$ cat config.mk
export PLATFORM = sky130hd
export DESIGN_NAME = multicycle_control_fsm
export DESIGN_NICKNAME = d
export VERILOG_FILES = /design/src/rtl/multicycle_control_fsm.sv
export SDC_FILE = /design/constraint.sdc
export NUM_CORES = 1
export LEC_CHECK = 0
export BUFFER_PORTS_ARGS = -buffer_cell sky130_fd_sc_hd__buf_4
export CELL_PAD_IN_SITES_DETAIL_PLACEMENT = 0
export CELL_PAD_IN_SITES_GLOBAL_PLACEMENT = 1
export CORE_ASPECT_RATIO = 1.1
export CORE_UTILIZATION = 37
export DETAILED_ROUTE_END_ITERATION = 8
export PLACE_DENSITY_LB_ADDON = 0.1
export REMOVE_ABC_BUFFERS = 1
export SKIP_LAST_GASP = 1
export SLEW_MARGIN = 20
export SYNTH_ARGS = -nofsm -noshare
export SYNTH_HDL_FRONTEND = slang
export SYNTH_SLANG_ARGS = --single-unit
$ cat constraint.sdc
create_clock -name clk -period 2.4 [get_ports clk]
set_input_delay 0.12 -clock clk [delete_from_list [all_inputs] [get_ports clk]]
set_output_delay 0.12 -clock clk [all_outputs]
set_load 0.005 [all_outputs]
$ cat src/rtl/multicycle_control_fsm.sv
// Main control FSM for the multi-cycle RV32I core: sequences memory, ALU and
// PC/IR/register-file enables, counts retired instructions and flags bad opcodes.
module multicycle_control_fsm #(
   parameter int unsigned CNT_W = 32
) (
   input  logic             clk,
   input  logic             rst,
   input  logic [6:0]       op,
   input  logic             Zero,
   input  logic             mem_ready,
   output logic             PCWrite,
   output logic             AdrSrc,
   output logic             MemWrite,
   output logic             IRWrite,
   output logic             RegWrite,
   output logic [1:0]       ResultSrc,
   output logic [1:0]       ALUSrcA,
   output logic [1:0]       ALUSrcB,
   output logic [1:0]       ALUOp,
   output logic [1:0]       ImmSrc,
   output logic [3:0]       state,
   output logic             illegal_op,
   output logic [CNT_W-1:0] instr_count
);

   typedef enum logic [3:0] {
      StFetch    = 4'd0,
      StDecode   = 4'd1,
      StMemAdr   = 4'd2,
      StMemRead  = 4'd3,
      StMemWb    = 4'd4,
      StMemWrite = 4'd5,
      StExecR    = 4'd6,
      StAluWb    = 4'd7,
      StExecI    = 4'd8,
      StJal      = 4'd9,
      StBeq      = 4'd10
   } state_e;

   localparam logic [6:0] OpLw   = 7'b0000011;
   localparam logic [6:0] OpSw   = 7'b0100011;
   localparam logic [6:0] OpR    = 7'b0110011;
   localparam logic [6:0] OpI    = 7'b0010011;
   localparam logic [6:0] OpBeq  = 7'b1100011;
   localparam logic [6:0] OpJal  = 7'b1101111;

   state_e           state_q, state_d;
   logic [CNT_W-1:0] cnt_q, cnt_d;
   logic             illegal_q, illegal_d;

   logic pc_update, branch, ir_write, mem_write, reg_write, retire;

   always_comb begin
      state_d   = state_q;
      illegal_d = 1'b0;
      retire    = 1'b0;
      pc_update = 1'b0;
      branch    = 1'b0;
      ir_write  = 1'b0;
      mem_write = 1'b0;
      reg_write = 1'b0;
      AdrSrc    = 1'b0;
      ResultSrc = 2'b00;
      ALUSrcA   = 2'b00;
      ALUSrcB   = 2'b00;
      ALUOp     = 2'b00;

      case (state_q)
         StFetch: begin
            ALUSrcB   = 2'b10;
            ResultSrc = 2'b10;
            ir_write  = mem_ready;
            pc_update = mem_ready;
            if (mem_ready) state_d = StDecode;
         end
         StDecode: begin
            ALUSrcA = 2'b01;
            ALUSrcB = 2'b01;
            case (op)
               OpLw, OpSw: state_d = StMemAdr;
               OpR:        state_d = StExecR;
               OpI:        state_d = StExecI;
               OpJal:      state_d = StJal;
               OpBeq:      state_d = StBeq;
               default: begin
                  state_d   = StFetch;
                  illegal_d = 1'b1;
               end
            endcase
         end
         StMemAdr: begin
            ALUSrcA = 2'b10;
            ALUSrcB = 2'b01;
            state_d = (op == OpSw) ? StMemWrite : StMemRead;
         end
         StMemRead: begin
            AdrSrc = 1'b1;
            if (mem_ready) state_d = StMemWb;
         end
         StMemWb: begin
            ResultSrc = 2'b01;
            reg_write = 1'b1;
            state_d   = StFetch;
            retire    = 1'b1;
         end
         StMemWrite: begin
            AdrSrc    = 1'b1;
            mem_write = 1'b1;
            if (mem_ready) begin
               state_d = StFetch;
               retire  = 1'b1;
            end
         end
         StExecR: begin
            ALUSrcA = 2'b10;
            ALUOp   = 2'b10;
            state_d = StAluWb;
         end
         StExecI: begin
            ALUSrcA = 2'b10;
            ALUSrcB = 2'b01;
            ALUOp   = 2'b10;
            state_d = StAluWb;
         end
         StAluWb: begin
            reg_write = 1'b1;
            state_d   = StFetch;
            retire    = 1'b1;
         end
         StJal: begin
            ALUSrcA   = 2'b01;
            ALUSrcB   = 2'b10;
            pc_update = 1'b1;
            state_d   = StAluWb;
         end
         StBeq: begin
            ALUSrcA = 2'b10;
            ALUOp   = 2'b01;
            branch  = 1'b1;
            state_d = StFetch;
            retire  = 1'b1;
         end
         default: state_d = StFetch;
      endcase

      cnt_d = retire ? cnt_q + CNT_W'(1) : cnt_q;
   end

   always_comb begin
      case (op)
         OpSw:    ImmSrc = 2'b01;
         OpBeq:   ImmSrc = 2'b10;
         OpJal:   ImmSrc = 2'b11;
         default: ImmSrc = 2'b00;
      endcase
   end

   // Architectural write enables are suppressed for the whole reset window.
   assign PCWrite     = (pc_update | (branch & Zero)) & ~rst;
   assign IRWrite     = ir_write & ~rst;
   assign MemWrite    = mem_write & ~rst;
   assign RegWrite    = reg_write & ~rst;
   assign state       = state_q;
   assign illegal_op  = illegal_q;
   assign instr_count = cnt_q;

   always_ff @(posedge clk) begin
      if (rst) begin
         state_q   <= StFetch;
         cnt_q     <= '0;
         illegal_q <= 1'b0;
      end else begin
         state_q   <= state_d;
         cnt_q     <= cnt_d;
         illegal_q <= illegal_d;
      end
   end

endmodule

==> qor.txt, run 1 <==
VDD IR max - 0.297 mV
vias in the first global route - 1824
Pre-antenna DRT Iters - 4
dpl hpwl - 3830 um
Unique masters post-synth - 48
Post-synth EDFFs - 0
FFs w/ async S/R, synth - 0%
Antenna Nets Post-Route - 0
Max-Cap Viols - 0
FF-to-FF End - instr_count[30]
Final #Nets - 339
clock buffer depth - 2
Finish-stage setup viols - 0
worst endpoint required time - 2570 ps
Area after DPL - 2660 sq um
clk sinks - 37
DRT Wirelength - 5280 um
sequential fraction of the synthesis area - 35.0%
Critical R2R Launch - instr_count[8]
status - finished, final reports clean
max incr delay on CP - 580 ps
crit-path max FO - 8
gp weighted congestion - 0.770
Mapped Cells - 265
GRT Total Usage - 18.9%
worst slew pin tran - 423 ps
Startpoint Class - register
post-route DRC violation count - 0
die width - 74.1 um
vias - 2084
post-route setup TNS - 0 ps
clock slew at reported path FFs - 70 ps
Tcrit/Tclk final - 81.4%
Pwr Density - 482 nW/um^2
slowest CP cell - or4_4
Die Area - 6030 sq um
RSZ-0062 raised after global routing - false
cts hold-fix bufs - 0
Synth Flop Type - dfxtp_1
fmax - 0.512 GHz
CTS buffer count - 5
CP arrival - 2120 ps
total gr overflow - 0
ant diodes - 0
Worst-Skew Late Latency - 290 ps
Hold Path Class - input port to register
synthesis-to-layout area growth - 32.0%
Syn Std Cell Area - 2120 sq um
Initial Utilization - 38.8%
routed len/inst - 13.1 um
Slew Viols, Final - 0
worst path cell trace - nand4_2 > or4_4 > or3_4 > o31ai_4 > a21oi_2
leakage power figure - 1.03 nW
Core Region - 5470 sq um
Die Ht - 81.4 um
largest net degree at the start of global routing - 41
Final min period - 1950 ps
initial antenna violation count - 0
# IOs - 63
Final Skew - 12.0 ps
flop2flop setup slack - 450 ps
Post-Layout Inst Area - 2800 sq um
Post-CTS Repair Setup Buffers - 0
Via density - 5.17
synth warn - 0
Mean Syn Cell Area - 7.99 sq um
Final Hold Fails - 0
first-pass GRT wire length - 8670 um
DR top layer - met4
CP endpoint kind - register
Met3 Wirelength - 257 um
r2r worst-path depth - 5
max_slew headroom - 71.6%
Critical Path Source - instr_count[8]
M1 wire length - 2340 um
PostCTS Resize Cnt - 0
initial drt markers - 97
Clock Root Buffer - clkbuf_8
Rows - 28
CP Class - register to register
#FFs+latches synth - 37
met2 WL - 2610 um
crit path to - instr_count[30]
share of post-route cells with drive strength above 1 - 28.0%
H-tree depth - 2
CTS tree - yes
Port Buffers - 62
==> cells in the mapped netlist, types with 2 or more instances <==
| cell type | n | area share (%) |
|---|---|---|
| nand4_1 | 10 | 3.0 |
| dfxtp_1 | 37 | 35 |
| nand3b_1 | 2 | 0.71 |
| and2_1 | 2 | 0.59 |
| xnor2_1 | 27 | 11 |
| nor3_1 | 14 | 3.3 |
| o21ai_0 | 11 | 2.6 |
| and4_1 | 2 | 0.83 |
| inv_1 | 7 | 1.2 |
| buf_4 | 2 | 0.71 |
| nor3b_1 | 2 | 0.71 |
| nand2_1 | 20 | 3.5 |
| or2_2 | 2 | 0.59 |
| nor4_1 | 16 | 4.7 |
| buf_2 | 4 | 0.95 |
| a31o_2 | 2 | 0.83 |
| or3_1 | 4 | 1.2 |
| nand2b_1 | 6 | 1.8 |
| nand3_1 | 9 | 2.1 |
| a211oi_1 | 2 | 0.71 |
| clkbuf_1 | 6 | 1.1 |
| a21oi_1 | 13 | 3.1 |
| nor2b_1 | 4 | 1.2 |
| and3_1 | 3 | 0.89 |
| nor2_1 | 35 | 6.2 |
==> layout make-up <==
cell class                 count  area (sq um)
fill                         594          2670
multi-input combinational    207          1280
sequential                    37           741
timing repair buffer          69           518
tap                           75          93.8
clock buffer                   5          68.8
clock inverter                 3          65.1
inverter                       7          26.3
==> cells by family (layout without fill, tap and decap cells) <==
logic type,Yosys count,after routing,share of synthesized area (%)
xor gates and xnor gates,28,28,11.6
adders and majority gates,1,1,0.591
and+or+nand+nor,141,141,36.6
AOI/OAI and AO/OA,36,36,11.3
muxes,1,1,0.473
buffers and inverters,21,84,4.49
DFF,37,37,35.0
==> layer usage <==
| metal | up-vias | track usage [%] |
|---|---|---|
| met5 | - | 0 |
| met4 | 0 | 6.35 |
| met3 | 6 | 4.09 |
| met2 | 60 | 32.1 |
| met1 | 958 | 23.3 |
| li1 | 1060 | - |
==> critical path: cells and delay by family (launching register included) <==
family | cells | cell delay [ps]
AO/OA/AOI/OAI | 2 | 250
flip-flops | 1 | 460
AND/OR/NAND/NOR | 3 | 1120
==> registers in the layout (all words and copies together) (netlist names) <==
register,flops
illegal_op,1
state,4
instr_count,32
==> report_power, final <==
group | internal [mW] | switching (mW)
combinational | 0.0396 | 0.0443
sequential | 0.616 | 0.00189
clock | 0.413 | 0.232
==> through the flow <==
step / total power, mW / instances / util [%] / worst slack [ps] / hold WS (ps)
final: 1.35 / 403 / 51.1 / 446 / 199
after CTS: 1.36 / 403 / 51.1 / 433 / 197
after floorplan: 0.667 / 251 / - / 262 / 182
after global routing: 1.40 / 403 / 51.1 / 311 / 234
after detailed placement: 0.717 / 395 / 48.7 / 435 / 491
after global placement: 0.717 / 395 / 48.7 / 452 / 490
==> worst min-delay path by stage <==
stage | start | end | slack (ps) | cells after the start
after CTS | mem_ready | state[0] | 200 | 4
final | mem_ready | state[0] | 200 | 4
after global routing | mem_ready | state[0] | 230 | 4
after detailed placement | instr_count[30] | instr_count[30] | 490 | 2
after global placement | instr_count[30] | instr_count[30] | 490 | 2
after floorplan | rst | instr_count[30] | 180 | 1
==> cells in the final DEF (no fill, tap or decap), types with 5 or more instances in the layout <==
| cell type | instances |
|---|---|
| buf_4 | 69 |
| dfxtp_1 | 37 |
| nor2_1 | 35 |
| xnor2_1 | 27 |
| nand2_1 | 20 |
| nor4_1 | 16 |
| nor3_1 | 14 |
| a21oi_1 | 13 |
| o21ai_0 | 11 |
| nand4_1 | 10 |
| nand3_1 | 9 |
| inv_1 | 7 |
| nand2b_1 | 6 |
| clkbuf_8 | 5 |
Note: power is estimated with default switching activity, not from simulation.
==> run 2: changes to the inputs <==
Settings changed: CORE_UTILIZATION 37 to 33.
Clock period 2.4 ns to 1.65 ns, I/O delays scaled along.
==> run 2 against run 1 <==
The flow now finishes with violations (setup timing). Worst setup slack worse by 550 ps. Clock-buffer cell count up 2. Via count up 13%. Register-to-register slack worse by 550 ps. Combinational power up 62%. Sequential share of layout area down 4.8 points. Final cell count up 15%. Non-clock buffer count up 55. Total power up 37%. Core utilization up 4.8 points. Critical path depth up 1. Sequential cell count unchanged. Largest cell class unchanged. Highest routed layer unchanged.
==> qor.txt, run 2 (synthesis gave the netlist of run 1 again) <==
status - finished with violations
failing checks - setup timing
clk sinks - 37
first-pass GRT wire length - 10000 um
DRT Wirelength - 6370 um
clock share of power - 44.2%
CP endpoint kind - register
flop2flop setup slack - -110 ps
CTS buffer count - 5
Final min period - 1760 ps
Die Ht - 86.0 um
worst slew pin tran - 348 ps
Rows - 30
switching share of power - 21.5%
fmax - 0.569 GHz
cts hold-fix bufs - 0
synthesis-to-layout area growth - 63.4%
GRT Total Usage - 18.7%
Post-Layout Inst Area - 3460 sq um
Flop pwr share - 48.4%
leakage power figure - 1.44 nW
initial antenna violation count - 0
Startpoint Class - register
CP Class - register to register
VDD IR max - 0.325 mV
H-tree depth - 2
Clock Root Buffer - clkbuf_8
max_slew headroom - 76.8%
clock slew at reported path FFs - 70 ps
RSZ-0062 raised after global routing - true
die width - 78.4 um
routed len/inst - 13.8 um
Hold WS - 162 ps
Final Hold Fails - 0
worst endpoint required time - 1820 ps
# IOs - 63
vias - 2359
Final Skew - 5.87 ps
Port Buffers - 62
vias in the first global route - 2170
share of post-route cells with drive strength above 1 - 46.2%
CTS tree - yes
Net Sw Power - 398 uW
PnR Total Power - 1.85 mW
post-route setup TNS - -509 ps
commonest non-fill, non-tap cell in the layout - buf_4
Max-Cap Viols - 0
Slew Viols, Final - 0
gp weighted congestion - 0.813
CP arrival - 1930 ps
initial drt markers - 52
commonest cells after routing, fill and taps aside - 116 x buf_4, 35 x nor2_1, 30 x dfxtp_1, 26 x xnor2_1, 20 x nand2_1
final worst slack - -108 ps
largest net degree at the start of global routing - 28
total gr overflow - 0
Die Area - 6740 sq um
post-route DRC violation count - 0
Core Region - 6190 sq um
clock buffer depth - 2
Gate power share - 7.4%
Pwr Density - 535 nW/um^2
crit-path max FO - 4
Tcrit/Tclk final - 107%
max reg flops - 32
Via density - 5.10
Pre-antenna DRT Iters - 4
Finish-stage setup viols - 12
ant diodes - 0
dpl hpwl - 4550 um
Finished Core Util - 55.9%
Internal - 1.45 mW
Worst-Skew Late Latency - 290 ps
Antenna Nets Post-Route - 0
Hold Path Class - input port to register
Initial Utilization - 34.2%
Final #Nets - 394
Area after DPL - 3030 sq um
## run 2: cell count changes in the layout (fill, tap and decap cells not counted), moves of 4 or more
cell     delta
nor4_4      +4
nor4_2     +10
nor4_1     -14
dfxtp_1     -7
buf_6       +5
buf_4      +47
dfxtp_2     +6
## run 2: repair_timing
| action | 4_1_cts | 5_1_grt |
|---|---|---|
| pin swaps | 1 | 10 |
| gates resized for setup | 13 | 33 |
| hold endpoints to repair | 0 | 0 |
| endpoints found under the setup margin | 12 | 33 |
| gates cloned | 0 | 2 |
| buffers inserted | 3 | 3 |
## run 2: per-layer routing
metal	GRT usage, %	vias up	part of all wire [%]
met3	3.72	6	3.7
met4	6.06	0	1.3
met2	32.7	46	50
met1	22.8	1134	45
li1	-	1173	-
met5	0	-	0
## run 2: power groups by stage
stage,sequential [mW],clock (mW),combinational [mW]
detailed placement,0.918,0,0.129
floorplan,0.924,0,0.0456
global route,0.897,0.877,0.149
CTS,0.897,0.849,0.133
global placement,0.919,0,0.129
finish,0.897,0.818,0.136
## run 2: path summary, 6_finish.rpt
| path | start | to | cells after the start |
|---|---|---|---|
| max | instr_count[10] | instr_count[28] | 6 |
| max reg2reg | instr_count[10] | instr_count[28] | 6 |
| min | rst | instr_count[6] | 2 |
| min reg2reg | instr_count[31] | instr_count[31] | 2 |
## run 2: final cells by class
class / count / area [sq um]
fill: 601 / 2730
tap: 80 / 100
clock buffer: 7 / 86.3
sequential: 37 / 752
timing repair buffer: 124 / 992
inverter: 7 / 26.3
clock inverter: 1 / 30.0
multi-input combinational: 207 / 1480
## run 2: worst max-delay path, cell delays in order, from the launching register on
cell and delay, ps:
dfxtp_2 350, nand4_4 110, or4_4 540, buf_6 140, nor4_4 230, a31o_2 210, a21oi_1 60
## run 2: through the flow
stage / std cells / setup slack [ps]
finish: 463 / -108
detailed placement: 447 / -119
floorplan: 251 / -488
global route: 463 / -171
CTS: 458 / -90.0
global placement: 447 / -75.5
==> run 3: changes to the inputs <==
Settings changed: MAX_ROUTING_LAYER from default to met4.
==> run 3 against run 2 <==
The run still ends with setup timing left. Sequential share of layout area unchanged. Highest routed layer unchanged. Clock skew about the same. Sequential cell count unchanged. Sequential power about the same. Critical endpoint unchanged. Critical path type unchanged. Largest power group unchanged.
==> qor.txt, run 3 (synthesis gave the netlist of run 1 again) <==
status - finished with violations
failing checks - setup timing
Clock Root Buffer - clkbuf_8
Tcrit/Tclk final - 106%
max_slew headroom - 76.9%
worst path cell trace - nand4_4 > or4_4 > buf_6 > nor4_4 > a31o_2 > a21oi_1
commonest non-fill, non-tap cell in the layout - buf_4
worst endpoint required time - 1830 ps
CTS tree - yes
PnR Total Power - 1.85 mW
Area after DPL - 3030 sq um
Setup Slack @ Placement - -119 ps
max incr delay on CP - 540 ps
Startpoint Class - register
Port Buffers - 62
VDD IR max - 0.325 mV
Crit path max-delay family - simple AND/OR/NAND/NOR gates
Pwr Density - 535 nW/um^2
final worst slack - -98.3 ps
Worst-Skew Late Latency - 290 ps
clk sinks - 37
Core Region - 6190 sq um
fmax - 0.572 GHz
dpl hpwl - 4550 um
Hold Path Class - input port to register
Final Hold Fails - 0
Final min period - 1750 ps
ant diodes - 0
CP endpoint kind - register
CTS buffer count - 5
CP Class - register to register
Initial Utilization - 34.2%
Final #Nets - 394
share of post-route cells with drive strength above 1 - 46.2%
slowest CP cell - or4_4
largest net degree at the start of global routing - 28
Finish-stage setup viols - 12
Pre-antenna DRT Iters - 5
Post-Layout Inst Area - 3460 sq um
initial antenna violation count - 0
gp weighted congestion - 0.825
synthesis-to-layout area growth - 63.4%
GRT Total Usage - 19.3%
Final Skew - 5.77 ps
CP bufs+invs - 1
Slew Viols, Final - 0
# IOs - 63
r2r worst-path depth - 6
post-route DRC violation count - 0
Worst path depth - 6
worst hold stages - 2
routed len/inst - 13.7 um
clock buffer depth - 2
RSZ-0062 raised after global routing - true
Die Area - 6740 sq um
H-tree depth - 2
vias - 2354
worst slew pin tran - 347 ps
total gr overflow - 0
leakage power figure - 1.44 nW
Die Ht - 86.0 um
CP arrival - 1920 ps
crit-path max FO - 4
Antenna Nets Post-Route - 0
clock slew at reported path FFs - 70 ps
initial drt markers - 62
max reg flops - 32
die width - 78.4 um
first-pass GRT wire length - 10000 um
Max-Cap Viols - 0
commonest cells after routing, fill and taps aside - 116 x buf_4, 35 x nor2_1, 30 x dfxtp_1, 26 x xnor2_1, 20 x nand2_1
DRT Wirelength - 6370 um
Via density - 5.08
Rows - 30
vias in the first global route - 2164
## run 3: cell counts in the layout (fill, tap and decap cells not counted)
Identical to the previous run, type by type.
## run 3: path summary, 6_finish.rpt
check	startpoint	endpoint	slack (ps)
setup / recovery	instr_count[10]	instr_count[28]	-100
setup reg to reg	instr_count[10]	instr_count[28]	-100
hold / removal	rst	instr_count[6]	160
hold reg to reg	instr_count[31]	instr_count[31]	520
## run 3: layout make-up
type	count	area, sq um
clock buffers	7	86.3
well taps	80	100
flip-flops and latches	37	752
fillers	601	2730
multi-input cells	207	1480
repair buffers	124	992
clock inverters	1	30.0
inverters	7	26.3
## run 3: metrics by stage
stage	instances	hold slack, ps	util [%]	setup TNS, ps
global route	463	184	55.9	-2040
global placement	447	456	49.0	-243
floorplan	251	145	-	-11540
detailed placement	447	465	49.0	-458
CTS	458	158	52.2	-509
finish	463	163	55.9	-524
## run 3: worst register-to-register path: cells and delay by family (launching register included)
family                 cells  cell delay, ps
AO/OA/AOI/OAI              2             260
buffers and inverters      1             140
flip-flops                 1             350
AND/OR/NAND/NOR            3             880
## run 3: report_power, final
part	leakage [nW]	switching, mW	total [mW]	internal, mW
Sequential	0.302	0.00256	0.897	0.894
Clock	0.0585	0.327	0.820	0.493
Combinational	1.08	0.0704	0.136	0.0659
## run 3: timing repair
action / 4_1_cts / 5_1_grt
gates cloned: 0 / 2
resized for setup: 13 / 33
setup endpoints to repair: 12 / 33
hold buffers: 0 / 0
buffers inserted: 3 / 3
pin swaps: 1 / 10
## run 3: routing by layer
layer | global-route usage (%) | part of all wire (%) | vias to the layer above
met5 | - | 0 | -
met2 | 32.6 | 50 | 55
li1 | - | - | 1174
met1 | 23.1 | 45 | 1119
met4 | 6.06 | 1.3 | 0
met3 | 3.51 | 3.9 | 6
